<file path="config.mk">
export PLATFORM = sky130hd
export DESIGN_NAME = clock_gate_node_multi
export DESIGN_NICKNAME = d
export VERILOG_FILES = /design/src/rtl/clock_gate_node_multi.sv
export SDC_FILE = /design/constraint.sdc
export NUM_CORES = 1
export LEC_CHECK = 0
export BUFFER_PORTS_ARGS = -buffer_cell sky130_fd_sc_hd__buf_4
export CAP_MARGIN = 20
export CORE_ASPECT_RATIO = 0.6
export CORE_MARGIN = 5
export CORE_UTILIZATION = 38
export CTS_BUF_LIST = sky130_fd_sc_hd__clkbuf_4
export DETAILED_ROUTE_END_ITERATION = 7
export GPL_ROUTABILITY_DRIVEN = 0
export PLACE_DENSITY = 0.75
export SYNTH_ARGS = -nofsm -noshare
export SYNTH_HDL_FRONTEND = slang
export SYNTH_SLANG_ARGS = --single-unit
</file>
<file path="constraint.sdc">
create_clock -name clock -period 2 [get_ports clock]
set_clock_uncertainty 0.2 [all_clocks]
set_input_delay 0 -clock clock [delete_from_list [all_inputs] [get_ports clock]]
set_output_delay 0 -clock clock [all_outputs]
set_load 0.02 [all_outputs]
</file>
<file path="src/rtl/clock_gate_node_multi.sv">
// clock_gate_node_multi: multi-child clock gating node; ports clock/sync_reset, parent req/ready/silent, per-child req/ready/silent/starting/stopping, gated clocks, node_state
module clock_gate_node_multi #(
  parameter int NUM_CHILDREN = 4,
  parameter int START_DELAY  = 2,
  parameter int STOP_DELAY   = 8
) (
  input  logic                    clock,
  input  logic                    sync_reset,
  output logic                    parent_request,
  input  logic                    parent_ready,
  input  logic                    parent_silent,
  input  logic [NUM_CHILDREN-1:0] child_request,
  output logic [NUM_CHILDREN-1:0] child_ready,
  output logic [NUM_CHILDREN-1:0] child_silent,
  output logic [NUM_CHILDREN-1:0] child_starting,
  output logic [NUM_CHILDREN-1:0] child_stopping,
  input  logic                    clock_route_path_in,
  output logic [NUM_CHILDREN-1:0] clock_route_path_out,
  output logic [2:0]              node_state
);
  localparam int MAXD = START_DELAY > STOP_DELAY ? START_DELAY : STOP_DELAY;
  localparam int CW   = MAXD > 0 ? $clog2(MAXD + 1) : 1;
  typedef enum logic [2:0] {OFF, UP, SETTLE, ON, HOLD, DRAIN} state_t;
  state_t state, state_n;
  logic [CW-1:0] cnt, cnt_n;
  logic [NUM_CHILDREN-1:0] en, en_n, starting, start_n, stopping, stop_n, en_lat;
  logic any_req, lost, run;
  assign any_req = |child_request;
  assign lost    = !parent_ready || parent_silent;
  always_ff @(posedge clock) begin
    if (sync_reset) begin
      state    <= OFF;
      cnt      <= '0;
      en       <= '0;
      starting <= '0;
      stopping <= '0;
    end else begin
      state    <= state_n;
      cnt      <= cnt_n;
      en       <= en_n;
      starting <= start_n;
      stopping <= stop_n;
    end
  end
  always_comb begin
    state_n = state;
    cnt_n   = cnt;
    case (state)
      OFF:    if (any_req) state_n = UP;
      UP:     if (!lost) begin
                state_n = START_DELAY == 0 ? ON : SETTLE;
                cnt_n   = START_DELAY == 0 ? '0 : CW'(START_DELAY - 1);
              end
      SETTLE: if (lost) state_n = UP;
              else if (cnt == '0) state_n = ON;
              else cnt_n = cnt - 1'b1;
      ON:     if (lost) state_n = any_req ? UP : DRAIN;
              else if (!any_req && en == '0) begin
                state_n = STOP_DELAY == 0 ? DRAIN : HOLD;
                cnt_n   = STOP_DELAY == 0 ? '0 : CW'(STOP_DELAY - 1);
              end
      HOLD:   if (lost) state_n = any_req ? UP : DRAIN;
              else if (any_req) begin
                state_n = ON;
                cnt_n   = '0;
              end else if (cnt == '0) state_n = DRAIN;
              else cnt_n = cnt - 1'b1;
      DRAIN:  if (!parent_ready) state_n = OFF;
      default: state_n = OFF;
    endcase
  end
  always_comb begin
    run            = state == ON && !lost;
    en_n           = run ? child_request : '0;
    start_n        = run ? child_request & ~en : '0;
    stop_n         = run ? ~child_request & en : en;
    parent_request = state == UP || state == SETTLE || state == ON || state == HOLD;
    child_ready    = en & ~starting;
    child_starting = starting;
    child_stopping = stopping;
    child_silent   = ~(en | starting | stopping);
    node_state     = state;
  end
  always_latch if (!clock_route_path_in) en_lat <= en;
  assign clock_route_path_out = {NUM_CHILDREN{clock_route_path_in}} & en_lat;
endmodule

</file>
# After elaboration in Yosys (flattened, before gate mapping)
# Cells that the tools add are included.
# op_classes
add_sub_neg,1
eq_ne,15
n_mux,23
bitwise,11
n_reduce_logical,17
# op_table
operator,count
two-way mux 4 bit,10
two-way mux 3 bit,11
case mux 3 bit (6 select lines),1
AND 4 bit,4
NOT 4 bit,4
case mux 4 bit (4 select lines),1
"!= test 2 bit, second input constant",7
AND reduction 6 bit,2
zero test 4 bit,2
bitwise OR 4 bit,2
"equality test 3 x 2 -> 1 bit, second input constant",2
"equality test 3 bit, second input constant",2
"!= test 3 bit, second input constant",2
logical OR 1 bit,4
"!= test 4 bit, second input constant",1
nonzero test 4 bit,1
OR reduction 4 bit,1
"subtractor 4 x 1 -> 4 bit, second input constant",1
"equality test 3 x 1 -> 1 bit, second input constant",1
zero test 1 bit,3
zero test 3 bit,1
logical AND 1 bit,2
OR reduction 2 bit,1
NOT 1 bit,1
# totals
reg_bits,19
latch_bits,4
inputBits,9
out_inout_bits,24
elab_cells,76

# Longest topological paths before layout
# Gate-level depths: netlist (run 1).
# depth
ltp_word,6
mapped_depth,7
ltp_nobuf,7

==> results of run 1 <==
==> worst min-delay path, stage by stage <==
cell      delay (ns)
buf_4           0.11
nor4_4          0.06
nand3_2         0.07
a2111o_1        0.23
a31oi_1         0.10
==> per-layer routing <==
layer  share of wire  GRT usage
met2            0.46      0.301
met4           0.039     0.0562
met5               0          0
met1            0.40      0.230
met3           0.099     0.0484
==> logic make-up after synthesis <==
logic type / count (synthesis) / synth area share
AOI/OAI and AO/OA: 31 / 0.173
xor gates and xnor gates: 1 / 0.00785
adders and majority gates: 1 / 0.0112
buffers and inverters: 9 / 0.0325
DFF: 19 / 0.341
latches: 4 / 0.0538
muxes: 1 / 0.0101
and+or+nand+nor: 65 / 0.371
==> power groups by stage <==
stage | clock network, mW | registers (mW) | logic, mW
finish | 0.205 | 0.406 | 0.235
global route | 0.214 | 0.408 | 0.253
CTS | 0.205 | 0.404 | 0.209
detailed placement | 0 | 0.411 | 0.195
global placement | 0 | 0.411 | 0.189
floorplan | 0 | 0.411 | 0.114
==> area by class of cell <==
cell class / instances / share of cell area
well taps: 42 / 0.0304
multi-input cells: 99 / 0.396
flip-flops and latches: 23 / 0.261
clock buffers: 3 / 0.0130
clock inverters: 1 / 0.00290
inverters: 3 / 0.00652
repair buffers: 63 / 0.290
==> worst paths after layout <==
path                                     startpoint                          to  slack, ns  cells after the start
worst max-delay path               en[3]$_SDFF_PP0_         cnt[3]$_SDFFE_PP0P_      -0.12                      5
worst max register to register     en[3]$_SDFF_PP0_         cnt[3]$_SDFFE_PP0P_      -0.12                      5
worst min register to register  cnt[3]$_SDFFE_PP0P_         cnt[3]$_SDFFE_PP0P_       0.40                      2
worst min-delay path               child_request[3]  node_state[2]$_SDFFE_PP0P_       0.07                      5
==> cells in the mapped netlist, types with 2 or more instances <==
| master | number | area [µm²] |
|---|---|---|
| o31ai_1 | 2 | 15.0 |
| inv_1 | 3 | 11.3 |
| a21oi_1 | 16 | 80.1 |
| and2b_1 | 2 | 15.0 |
| clkbuf_1 | 4 | 15.0 |
| nand3b_1 | 2 | 15.0 |
| nor3_1 | 10 | 50.1 |
| nor4_2 | 2 | 25.0 |
| o21bai_1 | 2 | 15.0 |
| nor2_1 | 6 | 22.5 |
| nand2b_1 | 4 | 25.0 |
| nor2b_1 | 9 | 56.3 |
| dlxtn_1 | 4 | 60.1 |
| and2_1 | 7 | 43.8 |
| dfxtp_1 | 19 | 380 |
| buf_2 | 2 | 10.0 |
| nand2_1 | 9 | 33.8 |
| o21ai_0 | 3 | 15.0 |
==> state kept, by name, summed over array words and instances, names as in the netlist <==
register and flops:
en_lat 4, child_stopping 4, cnt 4, child_starting 4, node_state 3, en 4
==> per-stage QoR <==
stage / setup WS (ns) / hold WS [ns] / cell area [µm²] / total power, mW / setup TNS (ns)
global route: -0.179 / 0.115 / 1730 / 0.875 / -0.208
finish: -0.119 / 0.0727 / 1730 / 0.845 / -0.119
floorplan: -0.00133 / -0.113 / 1140 / 0.525 / -0.00133
global placement: 0.0114 / 0.0216 / 1510 / 0.600 / 0
detailed placement: -0.0501 / 0.0227 / 1510 / 0.606 / -0.0501
CTS: -0.00413 / -0.297 / 1640 / 0.818 / -0.00413
==> what timing repair did <==
| action | CTS | global route |
|---|---|---|
| endpoints found under the setup margin | 3 | 7 |
| pin swaps | 2 | 0 |
| hold endpoints to repair | 19 | 9 |
| buffers inserted | 1 | 3 |
| hold buffers | 6 | 5 |
| gates resized for setup | 8 | 6 |
==> results.md, run 1 <==
- Outcome: complete, but fails checks
- Violated checks: negative setup slack
- Hpwl dp: 2470 µm
- CP endpoint kind: flip-flop
- CP delay by family, top: simple AND/OR/NAND/NOR gates
- Drt drc: 0
- # setup viols final: 1
- Switching Share: 0.316
- Clk slew on worst S/H paths: 0.11 ns
- Final std cells w/o fill: 234
- Crit path kind: reg2reg
- Filler cells: 243
- Largest net degree at the start of global routing: 14
- Endpoint arrival time on the critical path: 2.18 ns
- Antenna viol nets, final: 0
- Initial Util: 0.394
- Fmax: 472 MHz
- Post-synth EDFFs: 0
- CP max FO: 5
- Full die area: 4160 µm²
- Worst VDD drop: 0.243 mV
- Max Cap Viol: 0
- CP peak stage delay: 0.47 ns
- RSZ-0062 raised after global routing: yes
- # rows: 15
- Distinct cells, synth: 43
- Htree depth: 1
- Buf/Inv on CP: 0
- Critical path, cell by cell: nor4_4, nand3_2, a2111o_1, or3b_1, a21oi_2
- Hold Crit Class: in2reg
- Reg power frac: 0.480
- Worst path required time: 2.06 ns
- Slew at the pin closest to its max-slew limit: 0.493 ns
- GRT Total Usage: 0.181
- PwrDens: 490 nW/µm²
- CTS buffer count: 3
- Count of unclocked register or latch pins: 4
- ANT cells: 0
- Grt ovf: 0
- Syn_nets: 141
- Tcrit/Tclk final: 1.06
- Multi-input gate area: 684 µm²
- Leak: 0.736 nW
- Number of unconstrained endpoints: 4
- Via Count: 1,287
- Clock power frac: 0.243
- Global-route wire length before repair: 5780 µm
- Asr flop ratio synth: 0
- Die W: 80.0 µm
- Most used DFF post-synth: dfxtp_1
- Mapped Area: 1120 µm²
- Commonest non-fill, non-tap cells in the layout: buf_4, a21oi_1, dfxtp_1, dlygate4sd3_1, nor3_1
- Initial DRC Count: 207
- TritonCTS clock tree: built
- Max-slew headroom: 0.667
- Logic pwr share: 0.278
- Port Buffers: 32
- Layout Utilization: 0.609
- Slew Limit Fails: 0
- Vias per cell: 5.50
- Sw power: 0.267 mW
- Post-Syn Instances: 131
- Post-Route WL: 3980 µm
- Ports: 33
- Worst-Skew Late Latency: 0.32 ns
- Crit-path slowest cell: a2111o_1
- Area Overhead vs Synth: 54.7%
- Most common cell after layout, fill and taps aside: buf_4
- Tmin final: 2.12 ns
- Cell-internal power: 0.578 mW
- CTS max path bufs: 2
- Die H: 52.0 µm
- Core area: 2830 µm²
- Placed cells: 215
- Setup crit start kind: flip-flop
- Register area: 450 µm²
- Yosys reg bits: 23
- Initial antenna violation count: 0
- Synth warn: 0
- Routed wire length per instance: 17.0 µm
- Number of detailed-route iterations in the first pass: 5
- Vias in the first global route: 1,215
- Final nets: 203
- Final worst slack: -0.119 ns
- Final Hold Viols: 0
- Root buffer cell: clkbuf_4
- Mean Syn Cell Area: 8.52 µm²
- Share of layout cells above drive strength 1: 0.427
(Power assumes the default switching activity.)
==> run 2: changes to the inputs <==
--- a/config.mk
+++ b/config.mk
@@ -9,11 +9,11 @@
 export CAP_MARGIN = 20
 export CORE_ASPECT_RATIO = 0.6
 export CORE_MARGIN = 5
-export CORE_UTILIZATION = 38
+export CORE_UTILIZATION = 47
 export CTS_BUF_LIST = sky130_fd_sc_hd__clkbuf_4
 export DETAILED_ROUTE_END_ITERATION = 7
 export GPL_ROUTABILITY_DRIVEN = 0
-export PLACE_DENSITY = 0.75
+export PLACE_DENSITY = 0.88
 export SYNTH_ARGS = -nofsm -noshare
 export SYNTH_HDL_FRONTEND = slang
 export SYNTH_SLANG_ARGS = --single-unit
==> run 2 against run 1 <==
The run now ends clean. Setup slack gained 0.12 ns. Worst hold slack lost 0.0075 ns. Wire length shrank 2.4%. Register-to-register slack gained 0.12 ns. Sequential share of layout area grew 0.21 points. Via count grew 0.70%. Global-route usage grew 3.9 points. First-iteration DRC count shrank 38%. Final area shrank 0.51%. Clock-buffer cell count grew 1. Largest power group unchanged.
==> results.md, run 2 (synthesis results as in run 1) <==
- # setup viols final: 0
- Hpwl dp: 2450 µm
- Max-slew headroom: 0.698
- Slew at the pin closest to its max-slew limit: 0.452 ns
- Slew Limit Fails: 0
- CP Launch Point: node_state[2]$_SDFFE_PP0P_
- Final Hold Viols: 0
- Max Cap Viol: 0
- CP max FO: 7
- RSZ-0062 raised after global routing: yes
- Vias in the first global route: 1,203
- Setup crit start kind: flip-flop
- Fmax: 501 MHz
- Total power: 0.851 mW
- Routed wire length per instance: 17.6 µm
- Critical path, cell by cell: buf_4, nand3b_1, nor2_2, buf_4, a21oi_1, dlygate4sd3_1
- DP Worst Slack: -0.0358 ns
- Full die area: 3480 µm²
- Most common cell after layout, fill and taps aside: buf_4
- Crit path kind: reg2reg
- Hold WS: 0.0652 ns
- CP peak stage delay: 0.55 ns
- Vias per cell: 5.86
- Area Overhead vs Synth: 53.9%
- Share of layout cells above drive strength 1: 0.424
- Port Buffers: 32
- Tcrit/Tclk final: 0.998
- Initial antenna violation count: 0
- Buf/Inv on CP: 3
- Outcome: finished clean
- Initial DRC Count: 128
- R2r setup slk: 0.003 ns
- Number of unconstrained endpoints: 4
- Ports: 33
- Worst path required time: 1.98 ns
- R2R depth: 6
- Crit-path slowest cell: dlygate4sd3_1
- Root buffer cell: clkbuf_4
- Core area: 2210 µm²
- Grt ovf: 0
- Htree depth: 1
- Leak: 0.729 nW
- Via Count: 1,296
- ANT cells: 0
- Placed cells: 203
- Commonest non-fill, non-tap cells in the layout: buf_4, a21oi_1, dfxtp_1, dlygate4sd3_1, nor3_1
- Worst-Skew Late Latency: 0.31 ns
- Antenna viol nets, final: 0
- Die W: 72.9 µm
- Initial Util: 0.505
- PwrDens: 495 nW/µm²
- CTS buffer count: 3
- Endpoint arrival time on the critical path: 1.98 ns
- Largest net degree at the start of global routing: 17
- CP delay by family, top: buffers and inverters
- Crit path depth: 6
- Number of detailed-route iterations in the first pass: 4
- Final nets: 202
- # rows: 13
- CTS max path bufs: 2
- Filler cells: 145
- Drt drc: 0
- Hold Crit Class: in2reg
- Global-route wire length before repair: 5780 µm
- Post-Route WL: 3880 µm
- Final worst slack: 0.00323 ns
- Multi-input gate area: 694 µm²
- Count of unclocked register or latch pins: 4
- R2r endpoint: child_stopping[1]$_SDFF_PP0_
- Clk slew on worst S/H paths: 0.12 ns
- Critical Path End: child_stopping[1]$_SDFF_PP0_
- CP endpoint kind: flip-flop
- Die H: 47.7 µm
- Tmin final: 2.00 ns
- Worst r2r src: node_state[2]$_SDFFE_PP0P_
- Critical path's most frequent cell: buf_4
- Register area: 452 µm²
- TritonCTS clock tree: built
- Worst VDD drop: 0.348 mV
- Final std cells w/o fill: 221
- GRT Total Usage: 0.220
run 2: metal layers:
metal | track usage | part of all wire | wire (µm) | up-vias
li1 | - | - | - | 591
met1 | 0.264 | 0.40 | 1570 | 619
met2 | 0.392 | 0.47 | 1840 | 72
met3 | 0.0482 | 0.087 | 337 | 14
met4 | 0.0956 | 0.036 | 139 | 0
met5 | 0 | 0 | 0 | -
run 2: power by group:
part	total [mW]	internal [mW]	leakage (nW)	switching, mW
clock	0.214	0.0914	0.0184	0.123
combinational	0.227	0.110	0.524	0.118
sequential	0.409	0.391	0.187	0.0188
run 2: stage by stage:
stage	TNS, ns	utilization	instance area, µm²
floorplan	-0.00133	-	1140
global placement	0	0.677	1500
detailed placement	-0.0358	0.677	1500
CTS	0	0.750	1660
global route	-0.264	0.777	1720
finish	0	0.777	1720
run 2: worst register-to-register path, cell delays in order (launching register included):
cell and delay, ns:
dfxtp_4 0.37, buf_4 0.16, nand3b_1 0.21, nor2_2 0.15, buf_4 0.16, a21oi_1 0.07, dlygate4sd3_1 0.55
run 2: repair_timing:
| action | CTS | global route |
|---|---|---|
| resized for setup | 4 | 13 |
| setup endpoints to repair | 1 | 7 |
| buffers inserted | 1 | 2 |
| hold endpoints to repair | 19 | 2 |
| pin swaps | 4 | 2 |
| hold buffers | 11 | 1 |
run 2: how the worst min path moves through the flow:
| stage | startpoint | end | slack (ns) | cells past startpoint |
|---|---|---|---|---|
| 2_1_floorplan | child_request[2] | child_stopping[2]$_SDFF_PP0_ | -0.11 | 1 |
| 3_3_place_gp | child_request[0] | child_stopping[0]$_SDFF_PP0_ | 0.01 | 2 |
| 3_5_place_dp | child_request[3] | child_stopping[3]$_SDFF_PP0_ | 0.02 | 2 |
| 4_1_cts | child_request[0] | cnt[1]$_SDFFE_PP0P_ | -0.003 | 6 |
| 5_1_grt | child_request[0] | cnt[3]$_SDFFE_PP0P_ | 0.09 | 6 |
| 6_report | child_request[0] | cnt[3]$_SDFFE_PP0P_ | 0.07 | 6 |
run 2: area by class of cell:
class / instances / share of cell area
Tap cell: 30 / 0.0218
Multi-Input combinational cell: 99 / 0.404
Clock buffer: 4 / 0.0175
Inverter: 3 / 0.00655
Timing Repair Buffer: 62 / 0.287
Sequential cell: 23 / 0.263
==> run 3: changes to the inputs <==
--- a/config.mk
+++ b/config.mk
@@ -9,11 +9,10 @@
 export CAP_MARGIN = 20
 export CORE_ASPECT_RATIO = 0.6
 export CORE_MARGIN = 5
-export CORE_UTILIZATION = 47
-export CTS_BUF_LIST = sky130_fd_sc_hd__clkbuf_4
+export CORE_UTILIZATION = 45
 export DETAILED_ROUTE_END_ITERATION = 7
 export GPL_ROUTABILITY_DRIVEN = 0
-export PLACE_DENSITY = 0.88
+export PLACE_DENSITY = 0.85
 export SYNTH_ARGS = -nofsm -noshare
 export SYNTH_HDL_FRONTEND = slang
 export SYNTH_SLANG_ARGS = --single-unit
==> run 3 against run 2 <==
The run now ends with negative setup slack left. Combinational power about the same. Via count down 1.3%. Non-clock buffer count decreased by 2. Final cell count unchanged. Final area decreased by 1.5%. Setup slack got worse by 0.074 ns. Flip-flop and latch count did not move. Global-route usage down 0.14 points. Total power up 6.5%. Clock power is 28% higher.
==> results.md, run 3 (synthesis results as in run 1) <==
- Filler cells: 159
- Hold Crit Class: in2reg
- Critical path, cell by cell: nor4_4, nand3_2, a2111o_1, or3b_1, a21oi_1
- CP Launch Point: en[3]$_SDFF_PP0_
- Met3 Use GR: 0.0599
- Hpwl dp: 2400 µm
- Grt ovf: 0
- Routed wire length per instance: 18.3 µm
- Global-route wire length before repair: 6120 µm
- Fmax: 483 MHz
- Total power: 0.906 mW
- Hold wc startpoint: child_request[2]
- Register area: 448 µm²
- Drt drc: 0
- Final nets: 200
- Commonest non-fill, non-tap cells in the layout: buf_4, a21oi_1, dfxtp_1, nor3_1
- Clock power frac: 0.301
- Root buffer cell: clkbuf_8
- Via Count: 1,279
- # rows: 14
- Antenna viol nets, final: 0
- Worst r2r src: en[3]$_SDFF_PP0_
- Worst-Skew Late Latency: 0.26 ns
- Endpoint arrival time on the critical path: 2.07 ns
- Top Usage Layer GRT: met2
- Outcome: complete, but fails checks
- Htree depth: 1
- Ports: 33
- Logic pwr share: 0.251
- Die H: 48.6 µm
- Post-Route WL: 4050 µm
- Share of layout cells above drive strength 1: 0.397
- Violated checks: negative setup slack
- Max Cap Viol: 0
- Slew Limit Fails: 0
- Count of unclocked register or latch pins: 4
- Setup crit start kind: flip-flop
- TritonCTS clock tree: built
- Final worst slack: -0.0710 ns
- Largest net degree at the start of global routing: 14
- CP peak stage delay: 0.50 ns
- Vias per cell: 5.79
- Die W: 74.3 µm
- Final Hold Viols: 0
- Port Buffers: 32
- Switching Share: 0.298
- Crit-path slowest cell: a2111o_1
- GRT Total Usage: 0.218
- ANT cells: 0
- Core area: 2430 µm²
- Routing usage on met2: 0.341
- PwrDens: 535 nW/µm²
- Most common cell after layout, fill and taps aside: buf_4
- Leak: 0.721 nW
- Crit path kind: reg2reg
- CTS max path bufs: 2
- Sw power: 0.270 mW
- CP endpoint kind: flip-flop
- Max-slew headroom: 0.645
- Number of unconstrained endpoints: 4
- CP delay by family, top: simple AND/OR/NAND/NOR gates
- Vias in the first global route: 1,242
- Slew at the pin closest to its max-slew limit: 0.532 ns
- Worst VDD drop: 0.327 mV
- Worst path required time: 2.00 ns
- Initial Util: 0.458
- Tmin final: 2.07 ns
- Clk slew on worst S/H paths: 0.07 ns
- Multi-input gate area: 672 µm²
- CTS buffer count: 3
- Buf/Inv on CP: 0
- Initial antenna violation count: 0
- RSZ-0062 raised after global routing: yes
- Number of detailed-route iterations in the first pass: 4
- CP max FO: 4
- Met1 GRT Util: 0.276
- Initial DRC Count: 115
- Tcrit/Tclk final: 1.04
- Area Overhead vs Synth: 51.7%
- Cell-internal power: 0.635 mW
- Full die area: 3610 µm²
- Reg power frac: 0.448
- Hold WS: 0.128 ns
- # setup viols final: 2
==> run 3: cell count changes in the layout (fill, tap and decap cells not counted), moves of 2 or more <==
cell / change
dlygate4sd3_1: -2
clkbuf_8: +3
a21oi_2: -2
clkbuf_4: -4
a21oi_1: +2
==> run 3: path summary, 6_finish.rpt <==
| kind | end | slack [ns] | cells after the start |
|---|---|---|---|
| max | cnt[3]$_SDFFE_PP0P_ | -0.07 | 5 |
| min | node_state[2]$_SDFFE_PP0P_ | 0.13 | 5 |
| max reg2reg | cnt[3]$_SDFFE_PP0P_ | -0.07 | 5 |
| min reg2reg | cnt[3]$_SDFFE_PP0P_ | 0.38 | 2 |
==> run 3: area by class of cell <==
| class | instances | area share |
|---|---|---|
| clock buffer | 4 | 0.0266 |
| inverter | 3 | 0.00665 |
| multi-input combinational | 99 | 0.397 |
| sequential | 23 | 0.265 |
| tap | 32 | 0.0237 |
| timing repair buffer | 60 | 0.282 |
==> run 3: worst reg2reg max path: stages, from the launching register on <==
cell	delay (ns)
dfxtp_2	0.35
nor4_4	0.33
nand3_2	0.13
a2111o_1	0.50
or3b_1	0.37
a21oi_1	0.12
==> run 3: metal layers <==
layer	share of wire	routed length [µm]	up-vias
met5	0	0	-
met4	0.049	197	0
met2	0.45	1840	90
met3	0.11	443	29
li1	-	-	585
met1	0.39	1570	575
==> run 3: power groups by stage <==
stage | logic [mW] | clock network (mW) | registers [mW]
after CTS | 0.206 | 0.271 | 0.403
after floorplan | 0.114 | 0 | 0.411
after global routing | 0.242 | 0.288 | 0.407
after global placement | 0.187 | 0 | 0.411
after detailed placement | 0.192 | 0 | 0.412
final | 0.227 | 0.273 | 0.406
==> run 3: timing repair <==
item                                    CTS  global route
hold endpoints to repair                 18             0
resized for setup                         1             9
endpoints found under the setup margin    1            10
hold buffers                             11             0
buffers inserted                          0             4
pin swaps                                 2             4
==> run 3: per-stage QoR <==
step	setup slack, ns	TNS, ns	cells	utilization	cell area, µm²
2_1_floorplan	-0.00133	-0.00133	131	-	1140
6_report	-0.0710	-0.0971	221	0.695	1690
3_5_place_dp	-0.0262	-0.0262	204	0.613	1490
4_1_cts	0.00397	0	219	0.678	1650
5_1_grt	-0.128	-0.247	221	0.695	1690
3_3_place_gp	0.00934	0	204	0.613	1490
